[src/rtl/hazard_tracker_pkg.sv]
// Shared definitions for the decode-stage hazard tracker: register address width,
// shadow-slot layout and the bubble constant.
// No logic of its own; pure types, constants and a compare helper.
package hazard_tracker_pkg;

    localparam int REG_ADDRESS_LEN = 4;
    localparam int HAZ_SLOT_W      = 6;

    // One in-flight writer as seen from decode.
    typedef struct packed {
        logic                       wb_en;
        logic [REG_ADDRESS_LEN-1:0] dest;
        logic                       mem_read;
    } slot_t;

    // A bubble never matches because wb_en is clear.
    localparam slot_t HAZ_BUBBLE = '0;

    // True when a writer to dest is read by the decode instruction.
    // All sixteen registers are compared; r15 is not special.
    function automatic logic hz_match(
        input logic                       wb_en,
        input logic [REG_ADDRESS_LEN-1:0] dest,
        input logic [REG_ADDRESS_LEN-1:0] src1,
        input logic                       two_src,
        input logic [REG_ADDRESS_LEN-1:0] src2
    );
        return wb_en && ((src1 == dest) || (two_src && (src2 == dest)));
    endfunction

endpackage

[src/rtl/sat_counter.sv]
// Saturating up-counter with synchronous clear.
// Latency: count updates on the edge after inc/clear; clear has priority over inc.
// Backpressure: none; holds at all-ones instead of wrapping.
module sat_counter #(
    parameter int W = 16
) (
    input  logic         clk,
    input  logic         rst,
    input  logic         inc,
    input  logic         clear,
    output logic [W-1:0] count
);

    // Clear first, then increment unless already saturated.
    always_ff @(posedge clk or negedge rst) begin
        if (!rst) begin
            count <= '0;
        end else if (clear) begin
            count <= '0;
        end else if (inc && (count != {W{1'b1}})) begin
            count <= count + W'(1);
        end
    end

endmodule

[src/rtl/hazard_tracker.sv]
// Decode-stage data-hazard detector with a two-slot shadow of EX/MEM writers.
// Latency: hazard is combinational from ID inputs; slots and stall count are registered.
// Backpressure: hazard freezes PC and IF/ID and bubbles ID/EX; mem_freeze holds everything.
module hazard_tracker
    import hazard_tracker_pkg::*;
#(
    parameter int FORWARDING = 0,
    parameter int CNT_W      = 16
) (
    input  logic                       clk,
    input  logic                       rst,
    input  logic                       id_valid,
    input  logic [REG_ADDRESS_LEN-1:0] src1,
    input  logic                       two_src,
    input  logic [REG_ADDRESS_LEN-1:0] src2,
    input  logic                       id_wb_en,
    input  logic [REG_ADDRESS_LEN-1:0] id_dest,
    input  logic                       id_mem_read,
    input  logic                       branch_taken,
    input  logic                       mem_freeze,
    input  logic                       stat_clear,
    output logic                       hazard,
    output logic                       ex_wb_en,
    output logic [REG_ADDRESS_LEN-1:0] ex_dest,
    output logic                       mem_wb_en,
    output logic [REG_ADDRESS_LEN-1:0] mem_dest,
    output logic [CNT_W-1:0]           stall_count
);

    slot_t ex_slot;
    slot_t ex_next;
    logic  raw;
    logic  ex_match;

    // The MEM copy drops the load flag: once a load leaves EX its data is
    // either forwarded or visible to decode, so only wb_en/dest matter there.
    logic                       mem_wb_en_q;
    logic [REG_ADDRESS_LEN-1:0] mem_dest_q;

    assign ex_match = hz_match(ex_slot.wb_en, ex_slot.dest, src1, two_src, src2);

    generate
        if (FORWARDING != 0) begin : g_fwd
            // Only a load in EX cannot be forwarded in time.
            assign raw = ex_match && ex_slot.mem_read;
        end else begin : g_nofwd
            logic mem_match;
            assign mem_match = hz_match(mem_wb_en_q, mem_dest_q, src1, two_src, src2);
            assign raw       = ex_match || mem_match;
        end
    endgenerate

    // A flushed or empty decode slot never stalls.
    assign hazard = id_valid && !branch_taken && raw;

    // Choose what enters EX: the decode instruction, or a bubble when it is
    // stalled, flushed or not a real instruction.
    always_comb begin
        ex_next = HAZ_BUBBLE;
        if (id_valid && !hazard && !branch_taken) begin
            ex_next.wb_en    = id_wb_en;
            ex_next.dest     = id_dest;
            ex_next.mem_read = id_mem_read;
        end
    end

    // Shadow pipeline: advance EX->MEM and ID->EX unless memory is frozen.
    always_ff @(posedge clk or negedge rst) begin
        if (!rst) begin
            ex_slot     <= HAZ_BUBBLE;
            mem_wb_en_q <= 1'b0;
            mem_dest_q  <= '0;
        end else if (!mem_freeze) begin
            mem_wb_en_q <= ex_slot.wb_en;
            mem_dest_q  <= ex_slot.dest;
            ex_slot     <= ex_next;
        end
    end

    assign ex_wb_en  = ex_slot.wb_en;
    assign ex_dest   = ex_slot.dest;
    assign mem_wb_en = mem_wb_en_q;
    assign mem_dest  = mem_dest_q;

    // Frozen cycles are not counted as stall cycles.
    sat_counter #(
        .W (CNT_W)
    ) u_stall_cnt (
        .clk   (clk),
        .rst   (rst),
        .inc   (hazard && !mem_freeze),
        .clear (stat_clear),
        .count (stall_count)
    );

endmodule

[config.mk]
export PLATFORM = sky130hd
export DESIGN_NAME = hazard_tracker
export DESIGN_NICKNAME = d
export VERILOG_FILES = /design/src/rtl/hazard_tracker_pkg.sv /design/src/rtl/sat_counter.sv /design/src/rtl/hazard_tracker.sv
export SDC_FILE = /design/constraint.sdc
export NUM_CORES = 1
export LEC_CHECK = 0
export ABC_AREA = 1
export CORE_MARGIN = 2
export CORE_UTILIZATION = 44
export DETAILED_ROUTE_END_ITERATION = 10
export MAX_ROUTING_LAYER = met4
export PLACE_DENSITY = 0.73
export SYNTH_ARGS = -nofsm -noshare
export SYNTH_HDL_FRONTEND = slang
export SYNTH_SLANG_ARGS = --single-unit
[constraint.sdc]
create_clock -name clk -period 3 [get_ports clk]
set_input_delay 0.3 -clock clk [delete_from_list [all_inputs] [get_ports clk]]
set_output_delay 0.3 -clock clk [all_outputs]
set_load 0.05 [all_outputs]
-- After elaboration in Yosys (flattened, before gate mapping)
Cells that the tools add are included.
- register bits: 26
- input port bits: 21
- output and inout port bits: 27
- add/sub/neg operators: 1
- equal/unequal tests: 5
- muxes and demuxes: 3
- reductions and logical operators: 17
- operators with widths (kind ; count):
    $mux W16 ; 2
    $add A16 B1 Y16 const B ; 1
    $eq A4 B4 Y1 ; 4
    $ne A16 B16 Y1 const B ; 1
    $logic_and A1 B1 Y1 ; 10
    $mux W6 ; 1
    $logic_not A1 Y1 ; 3
    $logic_or A1 B1 Y1 ; 3
    $reduce_bool A2 Y1 ; 1

-- Depth between registers and ports, before layout
- depth after elaboration: 10
- depth in mapped cells: 13

-- By module
Synthesis repeated with hierarchy kept, for this count alone.
- cell total of the unflattened synthesis: 257
- area, all modules: 1769.2 µm²
- by module, submodules not included (module ; times used ; cells each ; area each (µm²) ; seq. area each (µm²)):
    sat_counter ; 1 ; 144 ; 1037.2 ; 400.4
    hazard_tracker ; 1 ; 113 ; 732.0 ; 250.2

-- Worst setup path before layout
OpenSTA, ideal clock, no wires.
- path type: flip-flop to flip-flop
- start: register u_stall_cnt.count[0]
- end: register u_stall_cnt.count[7]
- library setup time: 119 ps
- arrival time: 1870 ps
- required time: 2881 ps
- slack: 1012 ps
- cell stages (with the launch flop): 12
- buffers on the path: 1
- cell sequence: dfrtp_1 > ha_1 > nand2_1 > nor2_2 > nand3_1 > nor3_2 > nor2_1 > nand3_4 > nand2_4 > buf_12 > nand2_2 > nand2_1
- cells in the longest elaborated chain, start to end: 3
- ends and longest elaborated chain (element ; RTL line ; source):
    start, declared ; sat_counter.sv:11 ; output logic [W-1:0] count
    start signal, assigned ; sat_counter.sv:21 ; count <= count + W'(1);
    $add A16 B1 Y16 / $ne A16 B16 Y1 (equally long branches) ; sat_counter.sv:21, sat_counter.sv:20 ;
    $mux W16 / $logic_and A1 B1 Y1 (equally long branches) ; sat_counter.sv:20 ; end else if (inc && (count != {W{1'b1}})) begin
    $mux W16 / $reduce_bool A2 Y1 (equally long branches) ; -- ;
Parallel ways exist; a longest one is shown, timed or not. The select of a mux whose other input is x is not followed.
A chain may end at the register's enable or synchronous reset.

-- Worst setup path after layout
- start: input src2[2]
- end: output hazard
- cells in the longest elaborated chain, start to end: 6
- ends and longest elaborated chain (element ; RTL line ; source):
    start, declared ; hazard_tracker.sv:15 ; input logic [REG_ADDRESS_LEN-1:0] src2,
    $eq A4 B4 Y1 ; hazard_tracker_pkg.sv:28 ; return wb_en && ((src1 == dest) || (two_src && (src2 == dest)));
    $logic_and A1 B1 Y1 ; hazard_tracker_pkg.sv:28 ;
    $logic_or A1 B1 Y1 ; hazard_tracker_pkg.sv:28 ;
    $logic_and A1 B1 Y1 ; hazard_tracker_pkg.sv:28 ;
    $logic_or A1 B1 Y1 * ; hazard_tracker.sv:49 ; assign raw = ex_match || mem_match;
    $logic_and A1 B1 Y1 * ; hazard_tracker.sv:54 ; assign hazard = id_valid && !branch_taken && raw;
    end, declared ; hazard_tracker.sv:22 ; output logic hazard,
Every way passes the cells marked *; elsewhere a longest branch is shown, timed or not.

==> run_summary.xml <==
<?xml version="1.0" encoding="UTF-8"?>
<metrics>
  <group name="global_route">
    <metric name="grt_pass1_vias" unit="">1546</metric>
    <metric name="grt_max_degree" unit="">27</metric>
    <metric name="grt_first_pass_wirelength" unit="µm">6870</metric>
    <metric name="gr-total-overflow" unit="">0</metric>
    <metric name="grtUsageTotal" unit="%">20.0</metric>
    <metric name="grt_most_used_layer" unit="">met2</metric>
    <metric name="gr-usage-met3" unit="%">2.00</metric>
    <metric name="grt_util_met2" unit="%">31.6</metric>
    <metric name="globalRouteMet1Util" unit="%">28.4</metric>
    <metric name="antenna_violations_before_repair" unit="">0</metric>
  </group>
  <group name="yosys">
    <metric name="synth.top_cell.area_share" unit="%">36.9</metric>
    <metric name="ys_async_sr_fraction" unit="%">100</metric>
    <metric name="synth-seq-area-share" unit="%">36.9</metric>
    <metric name="synthMostInstantiatedCell" unit="">sky130_fd_sc_hd__nand2_1</metric>
    <metric name="post_synth_inst_count" unit="">256</metric>
    <metric name="ys_top_cells_by_count" unit="">sky130_fd_sc_hd__nand2_1 (81), sky130_fd_sc_hd__nor2_1 (31), sky130_fd_sc_hd__dfrtp_1 (26)</metric>
    <metric name="synth.area.top_cells" unit="">sky130_fd_sc_hd__dfrtp_1 (37%), sky130_fd_sc_hd__nand2_1 (17%), sky130_fd_sc_hd__nor2_1 (6.6%)</metric>
    <metric name="synth.distinct_cells" unit="">27</metric>
    <metric name="synth-edff-count" unit="">0</metric>
    <metric name="net_count_after_synthesis" unit="">278</metric>
    <metric name="ys.warnings.count" unit="">0</metric>
    <metric name="synthFlopType" unit="">sky130_fd_sc_hd__dfrtp_1</metric>
    <metric name="syn-mean-instance-area" unit="µm²">6.88</metric>
    <metric name="synth_seq_cells" unit="">26</metric>
    <metric name="post-synth-top-area-cell" unit="">sky130_fd_sc_hd__dfrtp_1</metric>
    <metric name="mappedNetlistArea" unit="mm²">0.00176</metric>
  </group>
  <group name="clocking">
    <metric name="cts.path.max_buffers" unit="">2</metric>
    <metric name="cts_inserted_buffers" unit="">3</metric>
    <metric name="clk-insertion-delay-late" unit="ns">0.27</metric>
    <metric name="clk_root_buffer_cell" unit="">sky130_fd_sc_hd__clkbuf_8</metric>
    <metric name="tritoncts" unit="">done</metric>
    <metric name="cts_post_setup_buffers_inserted" unit="">0</metric>
    <metric name="clock-sinks" unit="">26</metric>
    <metric name="postCtsResizedCells" unit="">0</metric>
    <metric name="clk_transition_reported_paths" unit="ns">0.09</metric>
    <metric name="post_cts_hold_buffer_count" unit="">0</metric>
    <metric name="htreeDepth" unit="">1</metric>
  </group>
  <group name="timing">
    <metric name="finalWorstPathRequiredPeriod" unit="ns">2.08</metric>
    <metric name="fin_skew" unit="ns">0.00173</metric>
    <metric name="timing.final.max_slew_violations" unit="">0</metric>
    <metric name="max_clock_freq" unit="MHz">481</metric>
    <metric name="max_slew_margin" unit="%">66.0</metric>
    <metric name="post_route_setup_tns" unit="ns">0</metric>
    <metric name="hold_viol" unit="">0</metric>
    <metric name="worst_slew_pin_slew" unit="ns">0.508</metric>
    <metric name="timing.final.crit_share" unit="%">69.3</metric>
    <metric name="finalSetupViolations" unit="">0</metric>
    <metric name="grt_setup_unrepaired" unit="">no</metric>
  </group>
  <group name="layout">
    <metric name="design_area" unit="mm²">0.00233</metric>
    <metric name="final_layout_size_suffix_gt1_share" unit="%">10.6</metric>
    <metric name="non_filler_instance_count_after_layout" unit="">351</metric>
    <metric name="final_net_count" unit="">326</metric>
    <metric name="insertedDiodeCount" unit="">0</metric>
    <metric name="synthToLayoutAreaGrowth" unit="%">32.3</metric>
  </group>
  <group name="die">
    <metric name="die_h" unit="µm">67.3</metric>
    <metric name="design.die.area" unit="mm²">0.00453</metric>
    <metric name="die_width" unit="µm">67.3</metric>
    <metric name="placement_rows" unit="">22</metric>
    <metric name="initial_utilization" unit="%">47.1</metric>
    <metric name="io_pins" unit="">48</metric>
    <metric name="core_area" unit="mm²">0.00374</metric>
  </group>
  <group name="setup_path">
    <metric name="buffering_stage_count_on_the_worst_path_with_inverters_included" unit="">4</metric>
    <metric name="cp.required" unit="ns">2.70</metric>
    <metric name="crit_path_max_fanout" unit="">6</metric>
    <metric name="path_common_cell" unit="">sky130_fd_sc_hd__nand2_1</metric>
    <metric name="startpoint_type" unit="">input pin</metric>
    <metric name="critPathArrivalTime" unit="ns">1.78</metric>
    <metric name="cp-end-kind" unit="">primary output</metric>
    <metric name="critical-path-max-stage-delay" unit="ns">0.51</metric>
    <metric name="timing.setup.critical_path_class" unit="">in2out</metric>
    <metric name="slowest_stage" unit="">sky130_fd_sc_hd__clkdlybuf4s50_1</metric>
    <metric name="worst-r2r-setup-slack" unit="ns">1.09</metric>
    <metric name="cp_cell_sequence" unit="">clkdlybuf4s50_1 -&gt; inv_1 -&gt; nand2_1 -&gt; nand2_1 -&gt; nor2_1 -&gt; nand3_1 -&gt; nand2_1 -&gt; nand2_2 -&gt; nand2_4 -&gt; nand2_1 -&gt; inv_1 -&gt; buf_4</metric>
    <metric name="critical_path.top_delay_family" unit="">buffers and inverters</metric>
  </group>
  <group name="power">
    <metric name="leakage" unit="nW">1.10</metric>
    <metric name="powerDensity" unit="mW/mm²">371</metric>
    <metric name="max-vdd-ir-drop" unit="mV">0.204</metric>
  </group>
  <group name="routing">
    <metric name="ant_nets" unit="">0</metric>
    <metric name="drtPass1Iterations" unit="">4</metric>
    <metric name="routed_wire_length_per_instance" unit="µm">11.5</metric>
    <metric name="remaining_drcs" unit="">0</metric>
    <metric name="dr.first_iter.drc_count" unit="">77</metric>
    <metric name="routed-via-count" unit="">1709</metric>
    <metric name="totalWireLength" unit="µm">4030</metric>
    <metric name="routed_via_density" unit="">4.87</metric>
  </group>
  <group name="place">
    <metric name="gpl.final_weighted_congestion" unit="">0.859</metric>
    <metric name="detailed_place.area" unit="mm²">0.00226</metric>
    <metric name="post-place-cells" unit="">347</metric>
    <metric name="dpl.hpwl" unit="µm">3000</metric>
    <metric name="io_buffers" unit="">46</metric>
  </group>
  <group name="outcome">
    <metric name="run_status" unit="">finished clean</metric>
  </group>
  <group name="job">
    <metric name="cap_viol_max_count" unit="">0</metric>
  </group>
  <group name="hold_path">
    <metric name="hold_class" unit="">in2async</metric>
  </group>
</metrics>
flip-flops by register name, indices dropped and copies added (netlist names):
name and count:
ex_dest 4, ex_wb_en 1, mem_dest 4, mem_wb_en 1
u_stall_cnt.count 16
power by group:
group          switching, W  internal, W
registers         0.0000169     0.000364
logic              0.000116    0.0000740
clock network      0.000116     0.000179
total              0.000250     0.000616
through the flow:
| step | setup slack (ns) | hold slack, ns | utilization (%) | total power (W) |
|---|---|---|---|---|
| after CTS | 0.912 | 0.398 | 62.3 | 0.000869 |
| after global routing | 0.729 | 0.426 | 62.3 | 0.000907 |
| after detailed placement | 0.832 | 0.540 | 60.4 | 0.000580 |
| after floorplan | 1.01 | 0.00441 | - | 0.000501 |
| after global placement | 0.866 | 0.526 | 60.4 | 0.000576 |
| final | 0.920 | 0.386 | 62.3 | 0.000866 |
layout by cell type (no fill, tap or decap):
cell type and count:
sky130_fd_sc_hd__a21oi_1 6, sky130_fd_sc_hd__and3_1 1, sky130_fd_sc_hd__buf_4 5, sky130_fd_sc_hd__bufinv_16 1, sky130_fd_sc_hd__clkbuf_8 3, sky130_fd_sc_hd__clkdlybuf4s50_1 45
sky130_fd_sc_hd__dfrtp_1 26, sky130_fd_sc_hd__ha_1 1, sky130_fd_sc_hd__inv_1 21, sky130_fd_sc_hd__inv_2 5, sky130_fd_sc_hd__mux2_2 1, sky130_fd_sc_hd__nand2_1 81
sky130_fd_sc_hd__nand2_2 12, sky130_fd_sc_hd__nand2_4 2, sky130_fd_sc_hd__nand3_1 20, sky130_fd_sc_hd__nand3_4 1, sky130_fd_sc_hd__nand3b_1 1, sky130_fd_sc_hd__nand4_1 6
sky130_fd_sc_hd__nor2_1 31, sky130_fd_sc_hd__nor2_2 1, sky130_fd_sc_hd__nor3_1 4, sky130_fd_sc_hd__nor3_2 1, sky130_fd_sc_hd__nor3b_1 1, sky130_fd_sc_hd__o21a_1 1
sky130_fd_sc_hd__o21ai_0 14, sky130_fd_sc_hd__o21ai_1 1, sky130_fd_sc_hd__xnor2_1 2, sky130_fd_sc_hd__xor2_1 9
worst reg2reg max path: stages, from the launching register on:
cell                      delay [ns]
sky130_fd_sc_hd__dfrtp_1        0.42
sky130_fd_sc_hd__ha_1           0.19
sky130_fd_sc_hd__nand2_1        0.10
sky130_fd_sc_hd__nor2_2         0.17
sky130_fd_sc_hd__nand3_1        0.17
sky130_fd_sc_hd__nor3_2         0.12
sky130_fd_sc_hd__nor2_1         0.08
sky130_fd_sc_hd__nand3_4        0.22
sky130_fd_sc_hd__nand2_4        0.18
sky130_fd_sc_hd__nand2_1        0.11
sky130_fd_sc_hd__nand2_1        0.05
layer usage:
metal	up-vias	routed length [µm]
met2	27	1910
met3	2	171
met5	-	0
met4	0	10
met1	778	1940
li1	902	-
area by class of cell:
type,instances,area (µm²)
fill,376,1410
multi-input combinational,197,963
sequential,26,651
timing repair buffer,50,488
inverter,26,97.6
tap,48,60.1
clock buffer,3,41.3
clock inverter,1,30.0
cells by family after synthesis:
logic type	count (synthesis)	synth area share, %
buf+inv	33	8.38
xor+xnor	11	5.47
compound gates	22	6.39
flops	26	36.9
simple gates	162	41.5
fa+ha+maj	1	0.710
mux	1	0.639
path summary, 6_finish.rpt:
| check | start | to | depth (start not counted) |
|---|---|---|---|
| min in group clk | ex_dest[1] | ex_dest[1] | 2 |
| max in group asynchronous | rst | mem_dest[3] | 2 |
| min reg2reg | ex_dest[1] | ex_dest[1] | 2 |
| max | src2[2] | hazard | 12 |
| min | rst | u_stall_cnt.count[8] | 2 |
| max reg2reg | u_stall_cnt.count[0] | u_stall_cnt.count[0] | 10 |
Power figures use the tool's default switching activity.
